<file path="src/rtl/axis_budget_arbiter.sv">
// Two-source AXI-Stream arbiter with packet-granular round-robin and a
// per-source beat budget that refills every CLOCKS_PER_USEC cycles.
module axis_budget_arbiter #(
    parameter int DW              = 512,
    parameter int CLOCKS_PER_USEC = 250
) (
    input  logic              clk,
    input  logic              resetn,
    input  logic [DW-1:0]     S0_AXIS_TDATA,
    input  logic [DW/8-1:0]   S0_AXIS_TKEEP,
    input  logic              S0_AXIS_TLAST,
    input  logic              S0_AXIS_TVALID,
    output logic              S0_AXIS_TREADY,
    input  logic [DW-1:0]     S1_AXIS_TDATA,
    input  logic [DW/8-1:0]   S1_AXIS_TKEEP,
    input  logic              S1_AXIS_TLAST,
    input  logic              S1_AXIS_TVALID,
    output logic              S1_AXIS_TREADY,
    output logic [DW-1:0]     M_AXIS_TDATA,
    output logic [DW/8-1:0]   M_AXIS_TKEEP,
    output logic              M_AXIS_TLAST,
    output logic              M_AXIS_TVALID,
    input  logic              M_AXIS_TREADY,
    output logic              M_AXIS_TUSER,
    input  logic [15:0]       BUDGET0,
    input  logic [15:0]       BUDGET1,
    output logic [1:0]        GRANT
);

    localparam int            CW       = $clog2(CLOCKS_PER_USEC + 1);
    localparam logic [CW-1:0] WRAP_VAL = CW'(CLOCKS_PER_USEC);

    typedef enum logic [1:0] {
        ST_IDLE  = 2'd0,
        ST_BUSY0 = 2'd1,
        ST_BUSY1 = 2'd2
    } state_e;

    state_e        state_q, state_d;
    logic          last_grant_q, last_grant_d;
    logic [CW-1:0] cycle_count_q, cycle_count_d;
    logic [15:0]   cnt0_q, cnt0_d, cnt1_q, cnt1_d;
    logic [15:0]   r_budget0_q, r_budget1_q;

    logic ok0_s, ok1_s, elig0_s, elig1_s, wrap_s, hs0_s, hs1_s;

    assign ok0_s   = (cnt0_q < r_budget0_q);
    assign ok1_s   = (cnt1_q < r_budget1_q);
    assign elig0_s = S0_AXIS_TVALID & ok0_s;
    assign elig1_s = S1_AXIS_TVALID & ok1_s;
    assign wrap_s  = (cycle_count_q == WRAP_VAL);
    assign hs0_s   = (state_q == ST_BUSY0) & elig0_s & M_AXIS_TREADY;
    assign hs1_s   = (state_q == ST_BUSY1) & elig1_s & M_AXIS_TREADY;

    // Window counter and beat counters; a wrap clear beats a same-cycle increment.
    always_comb begin
        cycle_count_d = cycle_count_q + CW'(1);
        cnt0_d        = cnt0_q;
        cnt1_d        = cnt1_q;
        if (wrap_s) begin
            cycle_count_d = CW'(1);
            cnt0_d        = 16'h0000;
            cnt1_d        = 16'h0000;
        end else begin
            if (hs0_s && (cnt0_q != 16'hFFFF)) begin
                cnt0_d = cnt0_q + 16'h0001;
            end else begin
                cnt0_d = cnt0_q;
            end
            if (hs1_s && (cnt1_q != 16'hFFFF)) begin
                cnt1_d = cnt1_q + 16'h0001;
            end else begin
                cnt1_d = cnt1_q;
            end
        end
    end

    // Arbitration FSM next state and the granted-port datapath mux.
    always_comb begin
        state_d        = state_q;
        last_grant_d   = last_grant_q;
        M_AXIS_TDATA   = S0_AXIS_TDATA;
        M_AXIS_TKEEP   = S0_AXIS_TKEEP;
        M_AXIS_TLAST   = S0_AXIS_TLAST;
        M_AXIS_TVALID  = 1'b0;
        M_AXIS_TUSER   = 1'b0;
        S0_AXIS_TREADY = 1'b0;
        S1_AXIS_TREADY = 1'b0;
        GRANT          = 2'b00;
        case (state_q)
            ST_IDLE: begin
                if (elig0_s && elig1_s) begin
                    state_d = last_grant_q ? ST_BUSY0 : ST_BUSY1;
                end else if (elig0_s) begin
                    state_d = ST_BUSY0;
                end else if (elig1_s) begin
                    state_d = ST_BUSY1;
                end else begin
                    state_d = ST_IDLE;
                end
            end
            ST_BUSY0: begin
                M_AXIS_TVALID  = elig0_s;
                S0_AXIS_TREADY = M_AXIS_TREADY & ok0_s;
                GRANT          = 2'b01;
                if (hs0_s && S0_AXIS_TLAST) begin
                    state_d      = ST_IDLE;
                    last_grant_d = 1'b0;
                end else begin
                    state_d = ST_BUSY0;
                end
            end
            ST_BUSY1: begin
                M_AXIS_TDATA   = S1_AXIS_TDATA;
                M_AXIS_TKEEP   = S1_AXIS_TKEEP;
                M_AXIS_TLAST   = S1_AXIS_TLAST;
                M_AXIS_TVALID  = elig1_s;
                M_AXIS_TUSER   = 1'b1;
                S1_AXIS_TREADY = M_AXIS_TREADY & ok1_s;
                GRANT          = 2'b10;
                if (hs1_s && S1_AXIS_TLAST) begin
                    state_d      = ST_IDLE;
                    last_grant_d = 1'b1;
                end else begin
                    state_d = ST_BUSY1;
                end
            end
            default: begin
                state_d = ST_IDLE;
            end
        endcase
    end

    // State, counters and budget snapshots.
    always_ff @(posedge clk or negedge resetn) begin
        if (!resetn) begin
            state_q       <= ST_IDLE;
            last_grant_q  <= 1'b1;
            cycle_count_q <= CW'(1);
            cnt0_q        <= 16'h0000;
            cnt1_q        <= 16'h0000;
            r_budget0_q   <= 16'h0000;
            r_budget1_q   <= 16'h0000;
        end else begin
            state_q       <= state_d;
            last_grant_q  <= last_grant_d;
            cycle_count_q <= cycle_count_d;
            cnt0_q        <= cnt0_d;
            cnt1_q        <= cnt1_d;
            r_budget0_q   <= BUDGET0;
            r_budget1_q   <= BUDGET1;
        end
    end

endmodule

</file>
<file path="config.mk">
export PLATFORM = sky130hd
export DESIGN_NAME = axis_budget_arbiter
export DESIGN_NICKNAME = d
export VERILOG_FILES = /design/src/rtl/axis_budget_arbiter.sv
export SDC_FILE = /design/constraint.sdc
export NUM_CORES = 1
export LEC_CHECK = 0
export ABC_AREA = 0
export CAP_MARGIN = 30
export CORE_AREA = 2 2 695 697
export CTS_CLUSTER_SIZE = 12
export DETAILED_ROUTE_END_ITERATION = 12
export DIE_AREA = 0 0 697 699
export PLACE_DENSITY = 0.3
export SYNTH_ARGS = -nofsm -noshare
export SYNTH_HDL_FRONTEND = slang
export SYNTH_SLANG_ARGS = --single-unit
</file>
<file path="constraint.sdc">
create_clock -name clk -period 5.7 [get_ports clk]
set_clock_uncertainty 0.05 [all_clocks]
set_input_delay 1.425 -clock clk [delete_from_list [all_inputs] [get_ports clk]]
set_output_delay 1.425 -clock clk [all_outputs]
set_load 0.005 [all_outputs]
</file>
==> impl_metrics.xml, run 1 <==
<?xml version="1.0" encoding="UTF-8"?>
<metrics>
  <group name="status">
    <metric name="status" unit="">finished clean</metric>
  </group>
  <group name="global_routing">
    <metric name="grt_antenna_before_repair" unit="">532</metric>
    <metric name="number_of_global_route_vias_before_repair" unit="">18300</metric>
    <metric name="global_route.usage.total" unit="%">16.4</metric>
    <metric name="gr-total-overflow" unit="">0</metric>
    <metric name="grt_start_max_net_pins" unit="">52</metric>
    <metric name="grt_first_pass_wirelength" unit="mm">459</metric>
  </group>
  <group name="floorplan">
    <metric name="design.portCount" unit="">1774</metric>
    <metric name="rows" unit="">255</metric>
    <metric name="dieArea" unit="µm²">487000</metric>
    <metric name="core_area" unit="µm²">480000</metric>
    <metric name="starting_density_of_the_core" unit="%">2.25</metric>
    <metric name="die_h" unit="µm">699</metric>
    <metric name="die_width" unit="µm">697</metric>
  </group>
  <group name="drt">
    <metric name="wl_met2" unit="mm">172</metric>
    <metric name="wl_met1" unit="mm">173</metric>
    <metric name="routed_wirelength" unit="mm">415</metric>
    <metric name="vias" unit="">19500</metric>
    <metric name="post-route-drc-count" unit="">0</metric>
    <metric name="detailedRoute.firstIterationViolations" unit="">1105</metric>
    <metric name="route.met3.wl" unit="mm">57.9</metric>
    <metric name="drtAntennaViolNets" unit="">0</metric>
    <metric name="detail_route.first_pass.iterations" unit="">5</metric>
    <metric name="route.top_layer_used" unit="">met5</metric>
    <metric name="via_per_inst" unit="">2.05</metric>
    <metric name="drt-wirelength-per-cell" unit="µm">43.7</metric>
  </group>
  <group name="worst_hold_path">
    <metric name="timing.hold.worst_endpoint" unit="">cycle_count_q[0]</metric>
    <metric name="timing.hold.worst.class" unit="">flop to flop</metric>
    <metric name="hp-start" unit="">cycle_count_q[0]</metric>
    <metric name="min_delay_path_depth" unit="">1</metric>
  </group>
  <group name="clocking">
    <metric name="cts_repair_resize_count" unit="">0</metric>
    <metric name="clk_pin_slew_worst_paths" unit="ns">0.06</metric>
    <metric name="post_cts.repair.setup_buffers" unit="">0</metric>
    <metric name="clk_latency" unit="ns">0.37</metric>
    <metric name="clk_root_buffer_cell" unit="">sky130_fd_sc_hd__clkbuf_16</metric>
    <metric name="tritoncts.num_buffers" unit="">9</metric>
    <metric name="clockBufferDepth" unit="">2</metric>
    <metric name="cts_max_level" unit="">3</metric>
    <metric name="cts_tree" unit="">done</metric>
    <metric name="ctsHoldBuffers" unit="">0</metric>
    <metric name="clock_sink_total" unit="">75</metric>
  </group>
  <group name="final_layout">
    <metric name="drive_above_1_share" unit="%">24.1</metric>
    <metric name="syn2layout_area_growth" unit="%">250</metric>
    <metric name="layout.nets" unit="">4023</metric>
    <metric name="nFillCells" unit="">55900</metric>
    <metric name="final-instance-count-excl-fill" unit="">9504</metric>
  </group>
  <group name="timing">
    <metric name="fmaxAchievable" unit="GHz">0.194</metric>
    <metric name="hold_slack" unit="ns">0.421</metric>
    <metric name="setup_viol" unit="">0</metric>
    <metric name="timing.final.hold_violations" unit="">0</metric>
    <metric name="setup_repair_after_global_routing_missed_its_margin" unit="">false</metric>
    <metric name="finalWorstPathRequiredPeriod" unit="ns">5.16</metric>
    <metric name="worst_case_setup_margin_in_the_final_layout" unit="ns">0.542</metric>
    <metric name="max_slew_margin" unit="%">29.6</metric>
    <metric name="finalSetupTns" unit="ns">0</metric>
    <metric name="fin_crit_sh" unit="%">90.5</metric>
    <metric name="timing.final.max_slew_violations" unit="">0</metric>
    <metric name="tightest_slew" unit="ns">1.05</metric>
  </group>
  <group name="logic_synthesis">
    <metric name="synth-seq-area-share" unit="%">17.4</metric>
    <metric name="synth-edff-count" unit="">0</metric>
    <metric name="synthCells" unit="">1050</metric>
    <metric name="mappedNetlistArea" unit="µm²">10800</metric>
    <metric name="ys_dominant_reg_cell" unit="">sky130_fd_sc_hd__dfrtp_1</metric>
    <metric name="ys_async_sr_fraction" unit="%">100</metric>
    <metric name="synth_seq_cells" unit="">75</metric>
    <metric name="yosys_warnings" unit="">0</metric>
    <metric name="synthesis.area_per_instance" unit="µm²">10.3</metric>
    <metric name="postSynthNetCount" unit="">2279</metric>
    <metric name="ys_types" unit="">47</metric>
  </group>
  <group name="critical_path">
    <metric name="crit_type" unit="">input port to output port</metric>
    <metric name="crit_path_top_delay_cell" unit="">sky130_fd_sc_hd__clkdlybuf4s50_1</metric>
    <metric name="slowest_delay" unit="ns">0.99</metric>
    <metric name="worst_ep_arrival_time" unit="ns">3.68</metric>
    <metric name="reg2reg_depth" unit="">8</metric>
    <metric name="timing.critical_path.fanout_max" unit="">2</metric>
    <metric name="regToRegSetupSlack" unit="ns">2.42</metric>
    <metric name="critPathLaunchType" unit="">input port</metric>
    <metric name="worst_setup_path_end_kind" unit="">output port</metric>
    <metric name="worst_ep_required_time" unit="ns">4.22</metric>
    <metric name="worstPathCellList" unit="">clkdlybuf4s50_1 &gt; mux2_2 &gt; clkdlybuf4s50_1</metric>
    <metric name="critical_path.most_common_cell" unit="">sky130_fd_sc_hd__clkdlybuf4s50_1</metric>
    <metric name="r2r_end" unit="">cnt1_q[9]</metric>
    <metric name="rr_startpoint" unit="">cnt1_q[7]</metric>
  </group>
  <group name="power">
    <metric name="leakage" unit="nW">11.5</metric>
    <metric name="internal_power" unit="mW">5.78</metric>
    <metric name="combinational_share_of_power" unit="%">89.9</metric>
    <metric name="power_per_cell_area" unit="nW/µm²">310</metric>
    <metric name="net_switching_share_of_the_total_power" unit="%">50.6</metric>
    <metric name="power.share.clock" unit="%">4.7</metric>
    <metric name="share_seq_of_total_power" unit="%">5.4</metric>
    <metric name="power.switching" unit="mW">5.91</metric>
    <metric name="peakVddDrop" unit="mV">0.161</metric>
  </group>
  <group name="placed_design">
    <metric name="place_congestion" unit="">1.06</metric>
    <metric name="post-place-ws" unit="ns">0.567</metric>
    <metric name="detailedPlacementHpwl" unit="mm">399</metric>
    <metric name="portBuffers" unit="">1773</metric>
    <metric name="placedCellCount" unit="">9208</metric>
  </group>
  <group name="run">
    <metric name="max_cap_violations" unit="">0</metric>
  </group>
</metrics>
## kinds of logic (layout without fill, tap and decap cells)
group,after synthesis,in the layout,share of synthesized area [%]
mux,578,578,60.4
simple gates,135,135,7.30
buf+inv,121,1869,4.25
compound gates,98,98,5.84
flops,75,75,17.4
fa+ha+maj,38,38,4.41
xor+xnor,5,5,0.406
other cells,0,281,0
## worst max-delay path by stage
stage                                   from           endpoint  slack (ns)  cells after the start
final                     S1_AXIS_TDATA[159]  M_AXIS_TDATA[159]        0.54                      3
after detailed placement       M_AXIS_TREADY     S0_AXIS_TREADY        0.57                      5
after CTS                      M_AXIS_TREADY     S0_AXIS_TREADY        0.55                      5
after floorplan                   state_q[0]  M_AXIS_TDATA[312]        2.14                      7
after global routing               cnt0_q[9]      M_AXIS_TVALID        0.44                      8
after global placement         M_AXIS_TREADY     S0_AXIS_TREADY        0.54                      5
## synth_stat cells (all sizes together), types with 2 or more instances
cell type | count | area share [%]
ha | 38 | 4.4
o31ai | 24 | 1.7
a2111oi | 2 | 0.22
clkbuf | 79 | 2.8
or4 | 24 | 1.7
a211o | 3 | 0.24
nor4b | 2 | 0.16
dfstp | 2 | 0.49
dfrtp | 73 | 17
o41ai | 2 | 0.16
and3 | 14 | 0.81
mux2 | 577 | 60
nand2b | 4 | 0.23
buf | 4 | 0.17
xor2 | 3 | 0.24
and4 | 5 | 0.41
o21ai | 12 | 0.56
nand4 | 15 | 0.87
and2 | 4 | 0.23
nor2b | 3 | 0.17
o21bai | 3 | 0.21
xnor2 | 2 | 0.16
o211ai | 2 | 0.14
inv | 38 | 1.3
a31oi | 2 | 0.12
nor3 | 3 | 0.14
nand2 | 25 | 0.87
nand3 | 15 | 0.70
a21oi | 40 | 1.9
nor2 | 11 | 0.38
or3 | 6 | 0.35
## registers in the layout (all words and copies together), names as in the netlist
register / flops
r_budget0_q: 16
last_grant_q: 1
cnt1_q: 16
r_budget1_q: 16
state_q: 2
cycle_count_q: 8
cnt0_q: 16
## power by group through the flow
| stage | logic (mW) | registers [mW] | clock network (mW) |
|---|---|---|---|
| final | 10.5 | 0.630 | 0.554 |
| after global routing | 11.0 | 0.639 | 0.608 |
| after CTS | 11.0 | 0.630 | 0.592 |
| after detailed placement | 10.9 | 0.640 | 0 |
| after global placement | 11.0 | 0.637 | 0 |
| after floorplan | 3.02 | 0.620 | 0 |
## stage by stage
stage / util, % / cell area [µm²] / total power, mW
floorplan: - / 10800 / 3.64
global placement: 7.64 / 36700 / 11.6
detailed placement: 7.65 / 36700 / 11.5
CTS: 7.71 / 37000 / 12.2
global route: 7.77 / 37300 / 12.3
finish: 7.85 / 37700 / 11.7
## cell usage in the layout (no fill, tap or decap), types with 3 or more instances in the layout
cell type / n
sky130_fd_sc_hd__clkdlybuf4s50_1: 1741
sky130_fd_sc_hd__a211o_1: 3
sky130_fd_sc_hd__o21ai_1: 4
sky130_fd_sc_hd__o31ai_1: 24
sky130_fd_sc_hd__dfrtp_1: 73
sky130_fd_sc_hd__o21ai_0: 8
sky130_fd_sc_hd__clkinv_2: 3
sky130_fd_sc_hd__or4_1: 24
sky130_fd_sc_hd__and4_1: 5
sky130_fd_sc_hd__or3_1: 6
sky130_fd_sc_hd__mux2_2: 577
sky130_fd_sc_hd__buf_4: 58
sky130_fd_sc_hd__nor2b_1: 3
sky130_fd_sc_hd__clkbuf_16: 9
sky130_fd_sc_hd__ha_1: 37
sky130_fd_sc_hd__diode_2: 281
sky130_fd_sc_hd__buf_12: 16
sky130_fd_sc_hd__nand4_1: 15
sky130_fd_sc_hd__nand3_1: 15
sky130_fd_sc_hd__nor2_1: 11
sky130_fd_sc_hd__nand2b_1: 4
sky130_fd_sc_hd__and2_1: 4
sky130_fd_sc_hd__xor2_1: 3
sky130_fd_sc_hd__and3_1: 14
sky130_fd_sc_hd__o21bai_1: 3
sky130_fd_sc_hd__nand2_1: 25
sky130_fd_sc_hd__a21oi_1: 40
sky130_fd_sc_hd__inv_1: 38
## worst max-delay path: cells and delay by family
family	cells	cell delay, ns
buffers and inverters	2	1.80
muxes	1	0.43
## cell type report
class,count,area (µm²),share of cell area [%]
antenna,281,703,1.87
sequential,75,1880,4.98
timing repair buffer,1816,18200,48.3
multi-input combinational,854,8470,22.5
clock buffer,10,229,0.607
tap,6425,8040,21.3
inverter,38,143,0.378
clock inverter,5,31.3,0.0830
## metal layers
metal,GRT usage [%],up-vias
met3,9.89,665
met4,2.89,166
met5,0,-
met2,24.5,1724
li1,-,7773
met1,20.3,9131
Power figures use the tool's default switching activity.
==> run 2, diff against run 1 <==
CTS_CLUSTER_SIZE = not set   (was 12)
PLACE_DENSITY = not set   (was 0.3)
==> impl_metrics.xml, run 2 (same netlist as run 1, synthesis figures left out) <==
<?xml version="1.0" encoding="UTF-8"?>
<metrics>
  <group name="global_routing">
    <metric name="grt_first_pass_wirelength" unit="mm">620</metric>
    <metric name="grt_start_max_net_pins" unit="">104</metric>
    <metric name="grt_antenna_before_repair" unit="">684</metric>
    <metric name="global_route.usage.total" unit="%">22.2</metric>
    <metric name="number_of_global_route_vias_before_repair" unit="">21600</metric>
    <metric name="gr-total-overflow" unit="">0</metric>
  </group>
  <group name="final_layout">
    <metric name="area_of_combinational_cells_with_multiple_inputs" unit="µm²">8490</metric>
    <metric name="nFillCells" unit="">56000</metric>
    <metric name="final_cell_mix" unit="">sky130_fd_sc_hd__clkdlybuf4s50_1 (1,716), sky130_fd_sc_hd__mux2_2 (577), sky130_fd_sc_hd__buf_4 (79)</metric>
    <metric name="syn2layout_area_growth" unit="%">247</metric>
    <metric name="drive_above_1_share" unit="%">25.0</metric>
    <metric name="sequential_cell_area" unit="µm²">1880</metric>
    <metric name="finish.utilization" unit="%">7.78</metric>
    <metric name="final_design_area_no_fill" unit="µm²">37400</metric>
    <metric name="mostFrequentLayoutCell" unit="">sky130_fd_sc_hd__clkdlybuf4s50_1</metric>
    <metric name="layout.nets" unit="">4019</metric>
  </group>
  <group name="timing">
    <metric name="finalSetupTns" unit="ns">-0.0644</metric>
    <metric name="fin_crit_sh" unit="%">101</metric>
    <metric name="setup_viol" unit="">1</metric>
    <metric name="worst_case_setup_margin_in_the_final_layout" unit="ns">-0.0644</metric>
    <metric name="fmaxAchievable" unit="GHz">0.173</metric>
    <metric name="finalWorstPathRequiredPeriod" unit="ns">5.76</metric>
    <metric name="setup_repair_after_global_routing_missed_its_margin" unit="">false</metric>
    <metric name="max_slew_margin" unit="%">32.9</metric>
    <metric name="timing.final.hold_violations" unit="">0</metric>
    <metric name="timing.final.max_slew_violations" unit="">0</metric>
    <metric name="tightest_slew" unit="ns">1.00</metric>
  </group>
  <group name="floorplan">
    <metric name="design.portCount" unit="">1774</metric>
    <metric name="starting_density_of_the_core" unit="%">2.25</metric>
    <metric name="die_h" unit="µm">699</metric>
    <metric name="core_area" unit="µm²">480000</metric>
    <metric name="rows" unit="">255</metric>
    <metric name="die_width" unit="µm">697</metric>
    <metric name="dieArea" unit="µm²">487000</metric>
  </group>
  <group name="status">
    <metric name="status" unit="">finished with violations</metric>
    <metric name="failing_checks" unit="">design-rule violations, negative setup slack</metric>
  </group>
  <group name="drt">
    <metric name="detailedRoute.firstIterationViolations" unit="">1922</metric>
    <metric name="drt-wirelength-per-cell" unit="µm">59.6</metric>
    <metric name="detail_route.first_pass.iterations" unit="">9</metric>
    <metric name="drtAntennaViolNets" unit="">0</metric>
    <metric name="via_per_inst" unit="">2.41</metric>
    <metric name="routed_wirelength" unit="mm">561</metric>
    <metric name="post-route-drc-count" unit="">1</metric>
    <metric name="vias" unit="">22700</metric>
  </group>
  <group name="critical_path">
    <metric name="worst_ep_arrival_time" unit="ns">4.29</metric>
    <metric name="timing.critical_path.fanout_max" unit="">7</metric>
    <metric name="crit_type" unit="">flop to output port</metric>
    <metric name="worst_ep_required_time" unit="ns">4.22</metric>
    <metric name="critPathLaunchType" unit="">flop</metric>
    <metric name="worst_setup_path_end_kind" unit="">output port</metric>
  </group>
  <group name="clocking">
    <metric name="clockBufferDepth" unit="">2</metric>
    <metric name="tritoncts.num_buffers" unit="">9</metric>
    <metric name="cts_repair_resize_count" unit="">4</metric>
    <metric name="post_cts.repair.setup_buffers" unit="">0</metric>
    <metric name="clock_sink_total" unit="">75</metric>
    <metric name="clk_pin_slew_worst_paths" unit="ns">0.07</metric>
    <metric name="cts_max_level" unit="">3</metric>
    <metric name="cts_tree" unit="">done</metric>
    <metric name="clk_root_buffer_cell" unit="">sky130_fd_sc_hd__clkbuf_16</metric>
    <metric name="clk_latency" unit="ns">0.39</metric>
    <metric name="ctsHoldBuffers" unit="">0</metric>
  </group>
  <group name="placed_design">
    <metric name="place_congestion" unit="">1.11</metric>
    <metric name="portBuffers" unit="">1773</metric>
    <metric name="post-place-ws" unit="ns">0.106</metric>
    <metric name="postPlaceCellArea" unit="µm²">36600</metric>
    <metric name="detailedPlacementHpwl" unit="mm">541</metric>
  </group>
  <group name="run">
    <metric name="max_cap_violations" unit="">0</metric>
  </group>
  <group name="power">
    <metric name="power_per_cell_area" unit="nW/µm²">351</metric>
    <metric name="peakVddDrop" unit="mV">0.292</metric>
    <metric name="leakage" unit="nW">11.5</metric>
  </group>
  <group name="worst_hold_path">
    <metric name="timing.hold.worst.class" unit="">flop to flop</metric>
  </group>
</metrics>
run 2: cell types whose count changed in the layout (fill, tap and decap cells not counted), moves of 2 or more:
cell	change
sky130_fd_sc_hd__clkbuf_1	+2
sky130_fd_sc_hd__buf_2	+2
sky130_fd_sc_hd__buf_4	+21
sky130_fd_sc_hd__buf_16	+2
sky130_fd_sc_hd__diode_2	-101
sky130_fd_sc_hd__clkdlybuf4s50_1	-25
sky130_fd_sc_hd__buf_12	-7
run 2: area by class of cell:
cell class	instances	share of cell area (%)
diodes	180	1.21
clock buffers	13	0.670
repair buffers	1812	48.4
well taps	6425	21.5
inverters	38	0.382
clock inverters	3	0.107
multi-input cells	854	22.7
flip-flops and latches	75	5.03
run 2: worst paths after layout:
| check | start | endpoint | slack (ns) | cells past startpoint |
|---|---|---|---|---|
| max in group asynchronous | resetn | cycle_count_q[0] | 3.77 | 3 |
| max reg2reg | cnt0_q[6] | cnt0_q[3] | 0.84 | 8 |
| min in group asynchronous | resetn | r_budget1_q[14] | 0.89 | 1 |
| max | cnt0_q[12] | M_AXIS_TVALID | -0.06 | 7 |
| min reg2reg | cycle_count_q[0] | cycle_count_q[0] | 0.55 | 1 |
| min | cycle_count_q[0] | cycle_count_q[0] | 0.55 | 1 |
run 2: report_power, final:
group	switching, mW	internal, mW
Clock	0.305	0.352
Sequential	0.122	0.577
Combinational	6.95	4.82
Total	7.37	5.75
run 2: per-stage QoR:
| stage | total power [mW] | std cells | hold WS [ns] |
|---|---|---|---|
| 6_report | 13.1 | 9400 | 0.553 |
| 5_1_grt | 13.5 | 9280 | 0.575 |
| 4_1_cts | 13.5 | 9219 | 0.601 |
| 3_5_place_dp | 12.7 | 9203 | 0.585 |
| 3_3_place_gp | 13.2 | 9195 | 0.614 |
| 2_1_floorplan | 3.64 | 1050 | 0.388 |
run 2: worst max-delay path, cell delays in order (launching register included):
cell and delay [ns]:
sky130_fd_sc_hd__dfrtp_1 0.65, sky130_fd_sc_hd__ha_1 0.53, sky130_fd_sc_hd__nand4_1 0.48, sky130_fd_sc_hd__o41a_2 0.82, sky130_fd_sc_hd__and3_1 0.37, sky130_fd_sc_hd__a32oi_1 0.35, sky130_fd_sc_hd__nor2b_1 0.15, sky130_fd_sc_hd__clkdlybuf4s50_1 0.53
run 2: routing by layer:
layer  part of all wire (%)  vias up  GRT usage (%)  wire length (µm)
met5                   0.21        -         0.0196              1170
met4                    2.5      184           4.08             14100
met3                     11     1012           11.0             64000
met2                     45     2465           35.5            249000
met1                     41    11400           26.8            232000
li1                       -     7655              -                 -
